$ cat src/rtl/lock_pkg.sv
//------------------------------------------------------------------------------
// lock_pkg : shared types and constants for the keypad lock sequencer
// Revision : 1.0
//------------------------------------------------------------------------------
`default_nettype none

package lock_pkg;

  localparam int DIGITS = 4;

  typedef logic [3:0]  digit_t;
  typedef logic [15:0] code_t;

  typedef enum logic [2:0] {
    S_IDLE         = 3'd0,
    S_ENTRY        = 3'd1,
    S_OPEN         = 3'd2,
    S_LOCKOUT      = 3'd3,
    S_PROG_NEW     = 3'd4,
    S_PROG_CONFIRM = 3'd5
  } lock_state_t;

  function automatic logic is_digit(input digit_t k);
    return k < 4'd10;
  endfunction

endpackage

`default_nettype wire

$ cat src/rtl/digit_collector.sv
//------------------------------------------------------------------------------
// digit_collector : BCD shift register with digit count and idle timeout
// Revision : 1.0
//------------------------------------------------------------------------------
`default_nettype none

module digit_collector
  import lock_pkg::*;
#(
  parameter int DIGIT_TIMEOUT = 32
) (
  input  logic   clk,
  input  logic   rst_n,
  input  logic   clear_i,
  input  logic   valid_i,
  input  digit_t key_i,
  output code_t  value_o,
  output logic   full_o,
  output logic   timeout_o
);

  localparam int              c_idle_w    = $clog2(DIGIT_TIMEOUT + 1);
  localparam logic [2:0]      c_last_slot = 3'(DIGITS - 1);
  localparam logic [c_idle_w-1:0] c_idle_last = c_idle_w'(DIGIT_TIMEOUT - 1);

  logic [11:0]         shift_q;
  logic [2:0]          count_q;
  logic [c_idle_w-1:0] idle_q;

  // Full and timeout are combinational so the FSM acts on the sampling edge.
  assign value_o   = {shift_q, key_i};
  assign full_o    = valid_i && (count_q == c_last_slot);
  assign timeout_o = !valid_i && (idle_q == c_idle_last);

  always_ff @(posedge clk) begin
    if (!rst_n || clear_i) begin
      shift_q <= '0;
      count_q <= '0;
      idle_q  <= '0;
    end else if (valid_i) begin
      shift_q <= {shift_q[7:0], key_i};
      count_q <= count_q + 3'd1;
      idle_q  <= '0;
    end else if (!timeout_o) begin
      idle_q  <= idle_q + 1'b1;
    end
  end

endmodule

`default_nettype wire

$ cat src/rtl/lock_sequencer.sv
//------------------------------------------------------------------------------
// lock_sequencer : keypad door-lock controller with lockout and code programming
// Revision : 1.0
//------------------------------------------------------------------------------
`default_nettype none

module lock_sequencer
  import lock_pkg::*;
#(
  parameter int OPEN_CYCLES    = 9,
  parameter int MAX_FAIL       = 3,
  parameter int LOCKOUT_CYCLES = 64,
  parameter int DIGIT_TIMEOUT  = 32
) (
  input  logic                          clk,
  input  logic                          rst_n,
  input  logic [3:0]                    key,
  input  logic                          pressed,
  input  logic                          enter_prog,
  output logic                          unlocked,
  output logic                          locked_out,
  output logic                          prog_active,
  output logic                          code_set,
  output logic [$clog2(MAX_FAIL+1)-1:0] fail_count
);

  localparam int c_fail_w  = $clog2(MAX_FAIL + 1);
  localparam int c_tmr_max = (OPEN_CYCLES > LOCKOUT_CYCLES) ? OPEN_CYCLES : LOCKOUT_CYCLES;
  localparam int c_tmr_w   = $clog2(c_tmr_max + 1);
  localparam logic [c_tmr_w-1:0]  c_open_last = c_tmr_w'(OPEN_CYCLES - 1);
  localparam logic [c_tmr_w-1:0]  c_lock_last = c_tmr_w'(LOCKOUT_CYCLES - 1);
  localparam logic [c_fail_w-1:0] c_fail_max  = c_fail_w'(MAX_FAIL);

  lock_state_t         state_q, state_d;
  code_t               code_q, code_d;
  code_t               cand_q, cand_d;
  logic [c_fail_w-1:0] fail_q, fail_d;
  logic [c_tmr_w-1:0]  tmr_q, tmr_d;
  logic                code_set_q, code_set_d;
  logic                unlocked_q, locked_out_q, prog_active_q;

  logic  w_key_ok, w_prog_ok, w_col_valid, w_col_clear;
  logic  w_full, w_timeout;
  code_t w_entry;

  assign w_key_ok  = pressed && is_digit(key);
  assign w_prog_ok = enter_prog &&
                     (((state_q == S_IDLE) && !code_set_q) || (state_q == S_OPEN));

  // A legal enter_prog swallows a simultaneous digit.
  assign w_col_valid = w_key_ok && !w_prog_ok &&
                       ((state_q == S_IDLE) || (state_q == S_ENTRY) ||
                        (state_q == S_PROG_NEW) || (state_q == S_PROG_CONFIRM));

  // The collector is already empty in IDLE, so IDLE->ENTRY keeps the first digit.
  assign w_col_clear = (state_d != state_q) &&
                       !((state_q == S_IDLE) && (state_d == S_ENTRY));

  digit_collector #(
    .DIGIT_TIMEOUT (DIGIT_TIMEOUT)
  ) u_collector (
    .clk       (clk),
    .rst_n     (rst_n),
    .clear_i   (w_col_clear),
    .valid_i   (w_col_valid),
    .key_i     (key),
    .value_o   (w_entry),
    .full_o    (w_full),
    .timeout_o (w_timeout)
  );

  always_comb begin
    state_d    = state_q;
    code_d     = code_q;
    cand_d     = cand_q;
    fail_d     = fail_q;
    code_set_d = code_set_q;
    tmr_d      = tmr_q + 1'b1;

    case (state_q)
      S_IDLE: begin
        if (w_prog_ok)        state_d = S_PROG_NEW;
        else if (w_col_valid) state_d = S_ENTRY;
      end
      S_ENTRY: begin
        if (w_full) begin
          if (!code_set_q) begin
            state_d = S_IDLE;
          end else if (w_entry == code_q) begin
            state_d = S_OPEN;
            fail_d  = '0;
          end else begin
            fail_d  = fail_q + 1'b1;
            state_d = (fail_d == c_fail_max) ? S_LOCKOUT : S_IDLE;
          end
        end else if (w_timeout) begin
          state_d = S_IDLE;
        end
      end
      S_OPEN: begin
        if (w_prog_ok)                 state_d = S_PROG_NEW;
        else if (tmr_q == c_open_last) state_d = S_IDLE;
      end
      S_LOCKOUT: begin
        if (tmr_q == c_lock_last) begin
          state_d = S_IDLE;
          fail_d  = '0;
        end
      end
      S_PROG_NEW: begin
        if (w_full) begin
          cand_d  = w_entry;
          state_d = S_PROG_CONFIRM;
        end else if (w_timeout) begin
          state_d = S_IDLE;
        end
      end
      S_PROG_CONFIRM: begin
        if (w_full) begin
          if (w_entry == cand_q) begin
            code_d     = w_entry;
            code_set_d = 1'b1;
          end
          state_d = S_IDLE;
        end else if (w_timeout) begin
          state_d = S_IDLE;
        end
      end
      default: state_d = S_IDLE;
    endcase

    if (state_d != state_q) tmr_d = '0;
  end

  always_ff @(posedge clk) begin
    if (!rst_n) begin
      state_q        <= S_IDLE;
      code_q         <= '0;
      cand_q         <= '0;
      fail_q         <= '0;
      tmr_q          <= '0;
      code_set_q     <= 1'b0;
      unlocked_q     <= 1'b0;
      locked_out_q   <= 1'b0;
      prog_active_q  <= 1'b0;
    end else begin
      state_q        <= state_d;
      code_q         <= code_d;
      cand_q         <= cand_d;
      fail_q         <= fail_d;
      tmr_q          <= tmr_d;
      code_set_q     <= code_set_d;
      unlocked_q     <= (state_d == S_OPEN);
      locked_out_q   <= (state_d == S_LOCKOUT);
      prog_active_q  <= (state_d == S_PROG_NEW) || (state_d == S_PROG_CONFIRM);
    end
  end

  assign unlocked    = unlocked_q;
  assign locked_out  = locked_out_q;
  assign prog_active = prog_active_q;
  assign code_set    = code_set_q;
  assign fail_count  = fail_q;

endmodule

`default_nettype wire

$ cat config.mk
export PLATFORM = sky130hd
export DESIGN_NAME = lock_sequencer
export DESIGN_NICKNAME = d
export VERILOG_FILES = /design/src/rtl/lock_pkg.sv /design/src/rtl/digit_collector.sv /design/src/rtl/lock_sequencer.sv
export SDC_FILE = /design/constraint.sdc
export NUM_CORES = 1
export LEC_CHECK = 0
export CORE_AREA = 2 2 110 112
export DETAILED_ROUTE_END_ITERATION = 7
export DIE_AREA = 0 0 112 114
export PLACE_DENSITY = 0.42
export SLEW_MARGIN = 30
export SYNTH_ARGS = -nofsm -noshare
export SYNTH_HDL_FRONTEND = slang
export SYNTH_SLANG_ARGS = --single-unit
$ cat constraint.sdc
create_clock -name clk -period 2.81 [get_ports clk]
set_clock_uncertainty 0.05 [all_clocks]
set_input_delay 0.4215 -clock clk [delete_from_list [all_inputs] [get_ports clk]]
set_output_delay 0.4215 -clock clk [all_outputs]
set_load 0.03 [all_outputs]
==> results of run 1 <==
logic make-up after synthesis:
| kind of cell | Yosys count |
|---|---|
| muxes | 47 |
| AOI/OAI and AO/OA | 56 |
| buffers and inverters | 32 |
| adders and majority gates | 6 |
| and+or+nand+nor | 100 |
| DFF | 69 |
| xor gates and xnor gates | 39 |
cell usage after synthesis (all sizes together), types with 2 or more instances:
| cell | number |
|---|---|
| dfxtp | 69 |
| mux2i | 47 |
| nor2b | 36 |
| xor2 | 31 |
| a21oi | 17 |
| nor2 | 14 |
| nand3 | 12 |
| buf | 11 |
| inv | 11 |
| clkbuf | 10 |
| a211oi | 8 |
| o21ai | 8 |
| xnor2 | 8 |
| nand2 | 7 |
| nor4 | 7 |
| ha | 6 |
| nand2b | 5 |
| a21boi | 4 |
| and3 | 4 |
| nor3 | 4 |
| and2 | 3 |
| a221oi | 2 |
| nand4 | 2 |
| o211ai | 2 |
| o31ai | 2 |
power by group:
part           total (mW)  leakage, nW  switching, mW  internal (mW)
clock network        1.16        0.148          0.406          0.750
registers            1.03        0.558         0.0259           1.00
logic               0.219         1.11          0.118          0.101
worst max path at each step:
stage          cells past startpoint                      to  startpoint  slack (ps)
4_1_cts                            8                code_set      key[1]         200
3_3_place_gp                       8                code_set      key[1]        -170
3_5_place_dp                       8                code_set      key[1]        -140
6_report                           8                code_set      key[1]         210
5_1_grt                            8                code_set      key[1]         100
2_1_floorplan                      8  u_collector.count_q[0]      key[1]         550
worst max-delay path: stages:
cell             delay (ps)
clkdlybuf4s50_1         550
buf_4                   230
xor2_1                  130
nor4_1                  340
nand3_1                 140
or4_1                   460
buf_4                   190
a21boi_0                290
sequential cells by signal (all words and copies together) (netlist names):
signal               cells
cand_q                  16
code_q                  16
u_collector.shift_q     12
tmr_q                    7
u_collector.idle_q       6
state_q                  3
u_collector.count_q      3
fail_count               2
code_set                 1
locked_out               1
prog_active              1
unlocked                 1
per-layer routing:
metal  part of all wire, %  routed length [µm]  GRT usage (%)
met5                     0                   0              0
met4                   1.8                 138           7.07
met3                   2.7                 209           2.98
met2                    43                3390           19.1
met1                    52                4130           18.5
area by class of cell:
class                           count  share of cell area (%)
Tap cell                          147                    4.46
Inverter                           11                    1.00
Clock inverter                      1                   0.729
Clock buffer                       13                    6.56
Sequential cell                    69                    33.5
Timing Repair Buffer               39                    8.50
Multi-Input combinational cell    248                    45.2
through the flow:
step | total power [mW] | setup TNS, ps | instance area, µm² | hold slack (ps)
after floorplan | 1.19 | 0 | 3400 | 376
after global placement | 1.27 | -1290 | 3820 | 397
after detailed placement | 1.27 | -1180 | 3820 | 415
after CTS | 2.44 | 0 | 4120 | 429
after global routing | 2.51 | 0 | 4120 | 454
final | 2.40 | 0 | 4120 | 423
==> metrics.yaml, run 1 <==
nets: 392
drcViolationCount: 0
synthesis.yosys.warnings: 0
report.final.hold_viol_count: 0
hold_class: "flop to flop"
wirelength_um: 7860
synth_nets: 363
synth_largest_type_area_fraction_pct: 40.6
synthCells: 349
final.min_clock_period_ps: 2600
synth.mux.area_fraction_pct: 13.8
synthSimpleGateAreaFrac_pct: 16.6
worstHoldPathCells: 1
place_congestion: 0.743
cts_htree_levels: 3
path_class: "input pin to flop"
tritoncts_clock_tree: "done"
floorplan.initialDensity_pct: 29.1
yosysTopAreaCell: "dfxtp_1"
final_core_density_pct: 35.2
timing.hold.worst_endpoint: "tmr_q[0]"
ff2ff_path_depth: 9
vias: 2442
timing.rr.start: "u_collector.idle_q[0]"
dominant_combinational_cell_family_by_area_after_synthesis: "simple AND/OR/NAND/NOR gates"
pre_cts_ws_ps: -142
n_fill_cell: 1223
io_buffer_count: 13
track_usage_pct: 13.3
startpoint_type_of_the_worst_setup_path: "input pin"
die_area_mm2: 0.0128
count_of_flip_flops_with_a_built_in_enable_after_synthesis: 0
worstPathRequired_ps: 2970
rows: 40
post_synth_fa_ha_maj_area_fraction_pct: 2.21
detail_route.first_pass.iterations: 4
yosys-top-cells-area: "dfxtp_1 41%, mux2i_1 14%, xor2_1 8.0%"
relSlewSlack_pct: 70.5
syn-mean-instance-area_um2: 9.75
dp_hpwl_um: 5490
finalSetupViolCount: 0
dr_wl_cell_um: 14.9
ys_async_sr_fraction_pct: 0
cts-hold-fix-buffers: 0
synth-seq-cells: 69
run_status: "complete, no violations"
power.static_leakage_nw: 1.81
detailedRoute.firstIterationViolations: 49
peak_freq_ghz: 0.384
post_synth_xor_area_fraction_pct: 10.0
drv_slew: 0
grt_setup_unrepaired: "false"
holdCritStartpoint: "tmr_q[0]"
layoutNonFillerInstCount: 528
die_w_um: 112
number_of_antenna_violations_at_the_first_check_in_global_routing: 0
floorplan.io_pins: 14
layout_commonest_cell: "dfxtp_1"
ys_dominant_reg_cell: "dfxtp_1"
multi_input_area_mm2: 0.00186
grt_overflow: 0
cp_max_fo: 5
post-route-worst-setup-slack_ps: 208
die_height_um: 114
clk_latency_ps: 340
clk_transition_reported_paths_ps: 60
post_syn_area_mm2: 0.00340
max-cap-violations: 0
cts_root_buf: "clkbuf_16"
timing.final.crit_share_pct: 92.6
vias_in_the_first_global_route: 2391
cts.path.max_buffers: 2
post_drt_via_cell_ratio: 4.63
synth_compound_gate_area_share_pct: 12.1
tightest_slew_ps: 438
critPathArrivalTime_ps: 2770
regArea_mm2: 0.00138
ys_types: 49
post_cts_resized: 0
ant_nets_after_route: 0
placeableCoreArea_mm2: 0.0117
num_antenna_cells: 0
worst_r2r_endpoint: "u_collector.count_q[2]"
timing.critical_path.to_type: "flop"
ir_drop_mv: 0.250
grt_pass1_wl_um: 12900
maximum_number_of_pins_on_one_net_before_global_route_repair: 33
area.growth.synth_to_final_pct: 21.1
most-common-layout-cells: "69 x dfxtp_1, 47 x mux2i_1, 36 x nor2b_1"
layout_cells_sized_above_1_pct: 11.8
placed_cells_incl_taps: 514
synth_sequential_area_ratio_pct: 40.6
number_of_buffers_inserted_during_clock_tree_synthesis: 9
cts_setup_buffers: 0
power_density_mw_per_mm2: 583
timing.reg2reg.setup_slack_ps: 530
cts_sinks: 69
Note: power is estimated with default switching activity, not from simulation.
==> inputs of run 2 (changes only) <==
--- a/config.mk
+++ b/config.mk
@@ -5,11 +5,14 @@
 export SDC_FILE = /design/constraint.sdc
 export NUM_CORES = 1
 export LEC_CHECK = 0
+export CELL_PAD_IN_SITES_DETAIL_PLACEMENT = 1
+export CELL_PAD_IN_SITES_GLOBAL_PLACEMENT = 2
 export CORE_AREA = 2 2 110 112
 export DETAILED_ROUTE_END_ITERATION = 7
 export DIE_AREA = 0 0 112 114
-export PLACE_DENSITY = 0.42
+export PLACE_DENSITY = 0.59
 export SLEW_MARGIN = 30
 export SYNTH_ARGS = -nofsm -noshare
 export SYNTH_HDL_FRONTEND = slang
 export SYNTH_SLANG_ARGS = --single-unit
+export TNS_END_PERCENT = 20
==> metrics.yaml, run 2 (synthesis gave the netlist of run 1 again) <==
run_status: "complete, no violations"  # unchanged
maximum_number_of_pins_on_one_net_before_global_route_repair: 33  # unchanged
cts_sinks: 69  # unchanged
rows: 40  # unchanged
die_area_mm2: 0.0128  # unchanged
layout_commonest_cell: "dfxtp_1"  # unchanged
power_density_mw_per_mm2: 587  # was 583 mW/mm²
floorplan.io_pins: 14  # unchanged
detailedRoute.firstIterationViolations: 64  # was 49
cts-hold-fix-buffers: 0  # unchanged
whs_ps: 409  # was 423 ps
floorplan.initialDensity_pct: 29.1  # unchanged
die_height_um: 114  # unchanged
layoutNonFillerInstCount: 525  # was 528
pre_cts_ws_ps: -218  # was -142 ps
final_core_density_pct: 34.8  # was 35.2%
layout_cells_sized_above_1_pct: 10.6  # was 11.8%
number_of_buffers_inserted_during_clock_tree_synthesis: 9  # unchanged
drcViolationCount: 0  # unchanged
dr_wl_cell_um: 16.2  # was 14.9 µm
relSlewSlack_pct: 64.5  # was 70.5%
top_regs: "cand_q: 16 flops, code_q: 16 flops, u_collector.shift_q: 12 flops"  # unchanged
vias: 2538  # was 2442
timing.final.crit_share_pct: 92.4  # was 92.6%
grt_setup_unrepaired: "false"  # unchanged
drv_slew: 0  # unchanged
report.final.hold_viol_count: 0  # unchanged
area.growth.synth_to_final_pct: 19.7  # was 21.1%
max-cap-violations: 0  # unchanged
tritoncts_clock_tree: "done"  # unchanged
power.static_leakage_nw: 1.78  # was 1.81 nW
path_class: "input pin to flop"  # unchanged
ant_nets_after_route: 0  # unchanged
track_usage_pct: 14.8  # was 13.3%
post_cts_resized: 0  # unchanged
finalSetupViolCount: 0  # unchanged
tightest_slew_ps: 526  # was 438 ps
dp_hpwl_um: 6030  # was 5490 µm
grt_pass1_wl_um: 14500  # was 12900 µm
placed_cells_incl_taps: 510  # was 514
cts.path.max_buffers: 2  # unchanged
ir_drop_mv: 0.270  # was 0.250 mV
wirelength_um: 8520  # was 7860 µm
nets: 388  # was 392
timing.critical_path.to_type: "flop"  # unchanged
number_of_antenna_violations_at_the_first_check_in_global_routing: 0  # unchanged
clk_latency_ps: 340  # about the same
cts_root_buf: "clkbuf_16"  # unchanged
grt_overflow: 0  # unchanged
most-common-layout-cells: "69 x dfxtp_1, 47 x mux2i_1, 36 x nor2b_1"  # unchanged
cts_htree_levels: 3  # unchanged
post-route-worst-setup-slack_ps: 213  # was 208 ps
startpoint_type_of_the_worst_setup_path: "input pin"  # unchanged
n_fill_cell: 1352  # was 1223
tns_ps: 0  # unchanged
place_congestion: 0.755  # was 0.743
worstPathRequired_ps: 2950  # was 2970 ps
timing.reg2reg.setup_slack_ps: 410  # was 530 ps
hold_class: "flop to flop"  # unchanged
cp_max_fo: 21  # was 5
post_drt_via_cell_ratio: 4.83  # was 4.63
cts_setup_buffers: 0  # unchanged
io_buffer_count: 13  # unchanged
vias_in_the_first_global_route: 2749  # was 2391
critPathArrivalTime_ps: 2740  # was 2770 ps
final.min_clock_period_ps: 2600  # about the same
die_w_um: 112  # unchanged
detail_route.first_pass.iterations: 4  # unchanged
num_antenna_cells: 0  # unchanged
placeableCoreArea_mm2: 0.0117  # unchanged
clk_transition_reported_paths_ps: 50  # was 60 ps
peak_freq_ghz: 0.385  # was 0.384 GHz
run 2: changes by cell type in the layout (fill, tap and decap cells not counted):
cell and delta:
clkbuf_1 +2, clkbuf_8 -1, buf_12 -1, buf_4 -3
run 2: worst paths after layout:
kind	start	end	depth (start not counted)
setup / recovery	key[3]	u_collector.count_q[2]	8
hold / removal	tmr_q[0]	tmr_q[0]	1
setup reg to reg	u_collector.shift_q[5]	code_set	6
hold reg to reg	tmr_q[0]	tmr_q[0]	1
run 2: worst max-delay path: stages:
cell and delay, ps:
clkdlybuf4s50_1 580, xor2_1 230, nor4_1 430, nand4_1 280, and4_1 290, o211ai_4 220
buf_12 190, a221oi_1 80
run 2: layout make-up:
| cell class | count | area (µm²) | area share [%] |
|---|---|---|---|
| clock buffer | 14 | 264 | 6.48 |
| clock inverter | 1 | 30.0 | 0.737 |
| inverter | 11 | 41.3 | 1.01 |
| multi-input combinational | 248 | 1860 | 45.8 |
| sequential | 69 | 1380 | 33.9 |
| tap | 147 | 184 | 4.52 |
| timing repair buffer | 35 | 308 | 7.56 |
run 2: per-stage QoR:
step | instance area (µm²) | total power [mW]
finish | 4070 | 2.39
CTS | 4070 | 2.44
global placement | 3780 | 1.27
detailed placement | 3780 | 1.27
global route | 4070 | 2.49
floorplan | 3400 | 1.19
run 2: report_power, final:
part / switching, mW / total [mW] / internal, mW
clock network: 0.415 / 1.15 / 0.732
logic: 0.116 / 0.215 / 0.0987
registers: 0.0260 / 1.03 / 1.00
total: 0.558 / 2.39 / 1.83
run 2: routing by layer:
metal | track usage [%] | wire length (µm)
met3 | 2.50 | 167
met4 | 7.56 | 200
met1 | 18.9 | 4140
met5 | 0 | 0
met2 | 24.1 | 4010
==> inputs of run 3 (changes only) <==
==> constraint.sdc (replaced) <==
create_clock -name clk -period 2.81 [get_ports clk]
set_clock_uncertainty 0.05 [all_clocks]
set_input_delay 0.4215 -clock clk [delete_from_list [all_inputs] [get_ports clk]]
set_output_delay 0.4215 -clock clk [all_outputs]
set_load 0.005 [all_outputs]
==> results of run 3 <==
Same layout as run 2 (identical final DEF). Status: complete, no violations.
